[src/rtl/pi_seq_pkg.sv]
// Shared definitions for the PI lock sequencer: state codes, gain width,
// KI ramp offset and relock counter width, plus the KI ramp start helper.
package pi_seq_pkg;

  localparam logic [2:0] ST_IDLE    = 3'd0;
  localparam logic [2:0] ST_SETTLE  = 3'd1;
  localparam logic [2:0] ST_ACQUIRE = 3'd2;
  localparam logic [2:0] ST_LOCKED  = 3'd3;

  localparam int GAIN_W         = 8;
  localparam int KI_RAMP_OFFSET = 4;
  localparam int RELOCK_W       = 16;

  localparam logic signed [GAIN_W:0] KI_MIN = -(2 ** (GAIN_W - 1));

  // Starting KI for the gain ramp: target minus the offset, clamped at the
  // most negative shift code so a low target never wraps positive.
  function automatic logic signed [GAIN_W-1:0] ki_ramp_start(input logic signed [GAIN_W-1:0] k);
    logic signed [GAIN_W:0] t;
    t = {k[GAIN_W-1], k} - (GAIN_W+1)'(KI_RAMP_OFFSET);
    if (t < KI_MIN) return KI_MIN[GAIN_W-1:0];
    return t[GAIN_W-1:0];
  endfunction

endpackage

[src/rtl/pi_abs_window.sv]
// Signed magnitude compared against an unsigned limit. The magnitude is one
// bit wider than the input so the most negative code maps to 2^(WIDTH-1).
module pi_abs_window #(
  parameter int WIDTH = 14,
  parameter int LIM_W = WIDTH
) (
  input  logic signed [WIDTH-1:0] x,
  input  logic [LIM_W-1:0]        limit,
  output logic                    le,
  output logic                    ge
);

  logic signed [WIDTH:0] xe;
  logic [WIDTH:0]        mag;
  logic [WIDTH:0]        lim;

  assign xe  = {x[WIDTH-1], x};
  assign mag = x[WIDTH-1] ? $unsigned(-xe) : $unsigned(xe);
  assign lim = {{(WIDTH + 1 - LIM_W){1'b0}}, limit};
  assign le  = (mag <= lim);
  assign ge  = (mag >= lim);

endmodule

[src/rtl/pi_lock_sequencer.sv]
// Lock-acquisition sequencer for the phasemeter PI servo: IDLE -> SETTLE
// (PI held in reset) -> ACQUIRE (count in-band errors) -> LOCKED (count
// out-of-band errors). Config is snapshotted on every SETTLE entry.
// Optional feature macro: PI_SEQ_GAIN_RAMP_EN (ramps KI up to its target in
// ACQUIRE and holds lock counting until the ramp completes).
module pi_lock_sequencer
  import pi_seq_pkg::*;
#(
  parameter int ERR_WIDTH = 14,
  parameter int ACT_WIDTH = 32,
  parameter int CNT_WIDTH = 24
) (
  input  logic                        clk,
  input  logic                        rst,
  input  logic                        enable,
  input  logic signed [GAIN_W-1:0]    cfg_kp,
  input  logic signed [GAIN_W-1:0]    cfg_ki,
  input  logic signed [GAIN_W-1:0]    cfg_kg,
  input  logic                        cfg_kg_sign,
  input  logic [ERR_WIDTH-1:0]        cfg_lock_thresh,
  input  logic [CNT_WIDTH-1:0]        cfg_lock_cycles,
  input  logic [CNT_WIDTH-1:0]        cfg_unlock_cycles,
  input  logic [CNT_WIDTH-1:0]        cfg_settle_cycles,
  input  logic [ACT_WIDTH-2:0]        cfg_rail,
  input  logic signed [ERR_WIDTH-1:0] err,
  input  logic                        err_valid,
  input  logic signed [ACT_WIDTH-1:0] action,
  output logic                        pi_rst,
  output logic signed [GAIN_W-1:0]    kp,
  output logic signed [GAIN_W-1:0]    ki,
  output logic signed [GAIN_W-1:0]    kg,
  output logic                        kg_sign,
  output logic                        locked,
  output logic [2:0]                  state,
  output logic [RELOCK_W-1:0]         relock_count
);

  localparam logic [CNT_WIDTH-1:0] CNT_ONE = CNT_WIDTH'(1);

  logic [2:0]              nxt;
  logic [CNT_WIDTH-1:0]    cnt, cnt_nxt, cnt_inc;
  logic [CNT_WIDTH-1:0]    lat_settle, lat_lock, lat_unlock;
  logic [ERR_WIDTH-1:0]    lat_thresh;
  logic [ACT_WIDTH-2:0]    lat_rail;
  logic                    in_band, rail_ge, err_ge_unused, act_le_unused;
  logic                    count_en, enter_settle;
  logic                    pi_rst_d, locked_d;
  logic signed [GAIN_W-1:0] ki_d;
  logic [RELOCK_W-1:0]     relock_d;

  function automatic logic [CNT_WIDTH-1:0] at_least_one(input logic [CNT_WIDTH-1:0] v);
    return (v == '0) ? CNT_ONE : v;
  endfunction

  pi_abs_window #(.WIDTH(ERR_WIDTH), .LIM_W(ERR_WIDTH)) u_err_win (
    .x(err), .limit(lat_thresh), .le(in_band), .ge(err_ge_unused)
  );

  pi_abs_window #(.WIDTH(ACT_WIDTH), .LIM_W(ACT_WIDTH - 1)) u_rail_win (
    .x(action), .limit(lat_rail), .le(act_le_unused), .ge(rail_ge)
  );

  assign cnt_inc      = cnt + CNT_ONE;
  assign enter_settle = (nxt == ST_SETTLE) && (state != ST_SETTLE);

`ifdef PI_SEQ_GAIN_RAMP_EN
  logic [CNT_WIDTH-1:0]     rtmr, rtmr_d, rtmr_inc;
  logic signed [GAIN_W-1:0] lat_ki;
  assign rtmr_inc = rtmr + CNT_ONE;
  assign count_en = (ki == lat_ki);
`else
  assign count_en = 1'b1;
`endif

  // State register
  always_ff @(posedge clk or posedge rst) begin
    if (rst) state <= ST_IDLE;
    else     state <= nxt;
  end

  // Next state and shared sample/settle counter
  always_comb begin
    nxt     = state;
    cnt_nxt = '0;
    case (state)
      ST_IDLE: if (enable) nxt = ST_SETTLE;
      ST_SETTLE: begin
        cnt_nxt = cnt_inc;
        if (cnt_inc == at_least_one(lat_settle)) nxt = ST_ACQUIRE;
      end
      ST_ACQUIRE: begin
        cnt_nxt = cnt;
        if (!count_en)      cnt_nxt = '0;
        else if (err_valid) cnt_nxt = in_band ? cnt_inc : '0;
        if (rail_ge) nxt = ST_SETTLE;
        else if (count_en && err_valid && in_band && cnt_inc == at_least_one(lat_lock))
          nxt = ST_LOCKED;
      end
      ST_LOCKED: begin
        cnt_nxt = cnt;
        if (err_valid) cnt_nxt = in_band ? '0 : cnt_inc;
        if (rail_ge) nxt = ST_SETTLE;
        else if (err_valid && !in_band && cnt_inc == at_least_one(lat_unlock))
          nxt = ST_SETTLE;
      end
      default: nxt = ST_IDLE;
    endcase
    if (!enable) nxt = ST_IDLE;
    if (nxt != state) cnt_nxt = '0;
  end

  // Next values of the registered outputs
  always_comb begin
    pi_rst_d = !((nxt == ST_ACQUIRE) || (nxt == ST_LOCKED));
    locked_d = (nxt == ST_LOCKED);
    relock_d = relock_count;
    if ((state == ST_ACQUIRE || state == ST_LOCKED) && nxt == ST_SETTLE && relock_count != '1)
      relock_d = relock_count + RELOCK_W'(1);
`ifdef PI_SEQ_GAIN_RAMP_EN
    ki_d   = ki;
    rtmr_d = rtmr;
    if (enter_settle) begin
      ki_d   = cfg_ki;
      rtmr_d = '0;
    end else if (state == ST_SETTLE && nxt == ST_ACQUIRE) begin
      ki_d   = ki_ramp_start(lat_ki);
      rtmr_d = '0;
    end else if (state == ST_ACQUIRE && nxt == ST_ACQUIRE && !count_en) begin
      if (rtmr_inc == at_least_one(lat_settle)) begin
        ki_d   = ki + GAIN_W'(1);
        rtmr_d = '0;
      end else begin
        rtmr_d = rtmr_inc;
      end
    end
`else
    ki_d = enter_settle ? cfg_ki : ki;
`endif
  end

  // Output and counter registers
  always_ff @(posedge clk or posedge rst) begin
    if (rst) begin
      cnt          <= '0;
      pi_rst       <= 1'b1;
      locked       <= 1'b0;
      ki           <= '0;
      relock_count <= '0;
`ifdef PI_SEQ_GAIN_RAMP_EN
      rtmr         <= '0;
`endif
    end else begin
      cnt          <= cnt_nxt;
      pi_rst       <= pi_rst_d;
      locked       <= locked_d;
      ki           <= ki_d;
      relock_count <= relock_d;
`ifdef PI_SEQ_GAIN_RAMP_EN
      rtmr         <= rtmr_d;
`endif
    end
  end

  // Config snapshot taken on every SETTLE entry
  always_ff @(posedge clk or posedge rst) begin
    if (rst) begin
      kp         <= '0;
      kg         <= '0;
      kg_sign    <= 1'b0;
      lat_settle <= '0;
      lat_lock   <= '0;
      lat_unlock <= '0;
      lat_thresh <= '0;
      lat_rail   <= '0;
`ifdef PI_SEQ_GAIN_RAMP_EN
      lat_ki     <= '0;
`endif
    end else if (enter_settle) begin
      kp         <= cfg_kp;
      kg         <= cfg_kg;
      kg_sign    <= cfg_kg_sign;
      lat_settle <= cfg_settle_cycles;
      lat_lock   <= cfg_lock_cycles;
      lat_unlock <= cfg_unlock_cycles;
      lat_thresh <= cfg_lock_thresh;
      lat_rail   <= cfg_rail;
`ifdef PI_SEQ_GAIN_RAMP_EN
      lat_ki     <= cfg_ki;
`endif
    end
  end

endmodule

[config.mk]
export PLATFORM = sky130hd
export DESIGN_NAME = pi_lock_sequencer
export DESIGN_NICKNAME = d
export VERILOG_FILES = /design/src/rtl/pi_seq_pkg.sv /design/src/rtl/pi_abs_window.sv /design/src/rtl/pi_lock_sequencer.sv
export SDC_FILE = /design/constraint.sdc
export NUM_CORES = 1
export LEC_CHECK = 0
export ABC_AREA = 1
export BUFFER_PORTS_ARGS = -buffer_cell sky130_fd_sc_hd__buf_2
export CORE_AREA = 2 2 156 158
export DETAILED_ROUTE_END_ITERATION = 8
export DIE_AREA = 0 0 158 160
export PLACE_DENSITY = 0.78
export SLEW_MARGIN = 10
export SYNTH_ARGS = -nofsm -noshare
export SYNTH_HDL_FRONTEND = slang
export SYNTH_SLANG_ARGS = --single-unit
[constraint.sdc]
create_clock -name clk -period 12.5 [get_ports clk]
set_input_delay 1.875 -clock clk [delete_from_list [all_inputs] [get_ports clk]]
set_output_delay 1.875 -clock clk [all_outputs]
set_load 0.1 [all_outputs]
==> summary.txt <==
Initial DRC Count - 1,183
WP data required - 12.83 ns
Reg2reg start - cnt[0]
Critical Path End - lat_settle[4]
Grt ovf - 0
Dominant synthesized flop cell - dfrtp_1
Via count - 12,953
Pwr Density - 116.5 nW/um^2
Sequential-to-total area share from yosys stat - 0.3669
Vias in the first global route - 12,073
Placed cell count - 2,346
Routed WL per cell - 15.64 um
Post-synth top area cell - dfrtp_1
Final min period - 7.248 ns
Critical Path Start Type - input pin
Initial antenna violation count - 1
Area grow syn2layout - 14.23%
R2r endpoint - lat_settle[4]
GRT met2 Usage - 0.4684
Row cnt - 57
Hold_ws - 0.4652 ns
Grt peak-use layer - met2
Synth Register Bits - 187
First-pass GRT wire length - 60,950 um
Clk sinks - 187
Post-CTS sizing - 0
Synth warn - 0
Max Fclk - 138.0 MHz
Worst Tran Pin Value - 1.160 ns
Final Net Count - 2,282
Hold-fix buffers at CTS - 0
DP Worst Slack - 4.835 ns
CP Capture Type - flip-flop
Top-area cell type share of the netlist area - 0.3649
Max Slew Vio Count - 0
CTS max path bufs - 2
Postcts setup bufs - 0
Largest net degree at the start of global routing - 115
Routed wire length - 37,190 um
Placed Area - 14,030 um^2
Unique masters post-synth - 40
Routed Antenna Nets - 0
Vias per Instance - 5.447
Die Y - 160 um
Post-route insts no fill - 2,378
Async S/R FF share, synth - 1.000
Dominant cells by area after synthesis - dfrtp_1 36%, nand2_1 18%, nand3_1 11%
Max Cap Violations - 0
Share of layout cells above drive strength 1 - 0.1511
Synthesized area - 12,760 um^2
CORE AREA - 23,820 um^2
GRT Overall Usage - 0.3002
I/O Buffers - 237
Worst-path maximum fanout - 89
Hold Path Class - flip-flop to flip-flop
Hold Path Stages - 2
Outcome - finished clean
CTS tree - yes
P_leak - 7.751 nW
Clk_skew - 0.01449 ns
Max VDD drop - 0.00008613 V
RSZ-0062 raised after global routing - false
DRC Markers - 0
Clk_lat worst skew - 0.44 ns
Boundary Pins - 238
Clock Pin Slew Worst Setup and Hold Paths - 0.08 ns
Number of flops mapped to enable cells by yosys - 0
PnR worst setup slack - 5.252 ns
Reg2reg path depth - 21
Fillers - 2,282
Power, Total - 1.698 mW
Syn_area_per_cell - 6.873 um^2
Initial Util - 0.5355
Slew margin rel. - 0.2255
Die area - 25,280 um^2
WP data arrival - 7.57 ns
Period utilisation layout - 0.5798
Pre-antenna DRT Iters - 5
H-tree levels - 4
Synthesized Nets - 2,097
Reg2Reg Setup Slack - 7.34 ns
Util after Layout - 0.6117
Origin of the worst setup path - err[1]
Root Buffer - clkbuf_16
Detailed Place HPWL - 26,900 um
Die width - 158 um
Setup TNS - 0 ns
Met3 Use GR - 0.04858
Synth Instances - 1,856
Routability Congestion - 0.9687
Fin area - 14,570 um^2
Hold Vio Cnt, Final - 0
Final setup vio count - 0
Kind of critical path - input pin to flip-flop
TritonCTS Buffers - 17
Routing usage on met1 - 0.4339
state kept, by name, indices dropped and copies added (netlist names):
| signal | flops |
|---|---|
| pi_rst | 1 |
| lat_thresh | 14 |
| lat_unlock | 24 |
| ki | 8 |
| lat_settle | 24 |
| kp | 8 |
| kg_sign | 1 |
| lat_lock | 24 |
| cnt | 24 |
| lat_rail | 31 |
| locked | 1 |
| state | 3 |
| kg | 8 |
| relock_count | 16 |
worst max-delay path, stage by stage:
cell	delay (ns)
buf_2	0.10
nor3_1	0.35
nand3_1	0.19
or4_1	0.46
nor4_1	0.25
ha_1	0.32
and3_1	0.22
a211oi_1	0.23
o21ai_0	0.12
nand2_1	0.08
buf_4	0.32
inv_2	0.31
nor2_1	0.17
nand3_1	0.16
nand2_1	0.10
nand2_1	0.05
nand2_1	0.08
nand2_2	0.09
nor2_4	0.08
buf_4	0.59
nand2_4	0.55
buf_4	0.57
nand2_1	0.17
nand2_1	0.06
cell type report:
| cell class | count | area [um^2] | area share |
|---|---|---|---|
| clock buffers | 18 | 429.2 | 0.02945 |
| inverters | 199 | 754.5 | 0.05178 |
| diodes | 2 | 5.005 | 0.0003435 |
| repair buffers | 245 | 1246 | 0.08552 |
| flip-flops and latches | 187 | 4681 | 0.3212 |
| clock inverters | 12 | 107.6 | 0.007384 |
| multi-input cells | 1391 | 6943 | 0.4765 |
| well taps | 324 | 405.4 | 0.02782 |
logic make-up after synthesis:
logic type	synth area share
xor+xnor	0.05356
buf+inv	0.09161
simple gates	0.4007
compound gates	0.03884
fa+ha+maj	0.04806
flops	0.3669
other cells	0.0002940
layer usage:
layer / part of all wire / vias to the layer above
met4: 0.020 / 0
met3: 0.075 / 54
met1: 0.44 / 6032
met2: 0.46 / 503
li1: - / 6364
met5: 0 / -
power by group:
part / switching [mW] / internal [mW] / leakage (nW)
clock: 0.258 / 0.260 / 0.264
combinational: 0.312 / 0.138 / 5.11
sequential: 0.0582 / 0.672 / 2.38
layout by cell type (no fill, tap or decap), types with 18 or more instances in the layout:
| cell type | count |
|---|---|
| a21oi_1 | 34 |
| buf_2 | 237 |
| dfrtp_1 | 186 |
| ha_1 | 49 |
| inv_1 | 188 |
| nand2_1 | 607 |
| nand3_1 | 293 |
| nand4_1 | 65 |
| nor2_1 | 142 |
| nor3_1 | 24 |
| o211ai_1 | 20 |
| o21ai_0 | 18 |
| xnor2_1 | 25 |
| xor2_1 | 53 |
cells in the mapped netlist, types with 26 or more instances:
cell type / n
nor2_1: 144
nand3_1: 293
nand2_1: 609
ha_1: 49
inv_1: 189
nor3_1: 26
a21oi_1: 34
clkbuf_1: 35
buf_2: 27
dfrtp_1: 186
xor2_1: 53
nand4_1: 65
worst min-delay path by stage:
stage | from | end
after CTS | ki[1] | ki[1]
after floorplan | lat_lock[0] | lat_lock[0]
after detailed placement | ki[1] | ki[1]
after global routing | ki[4] | ki[4]
after global placement | ki[4] | ki[4]
final | ki[1] | ki[1]
Power figures use the tool's default switching activity.
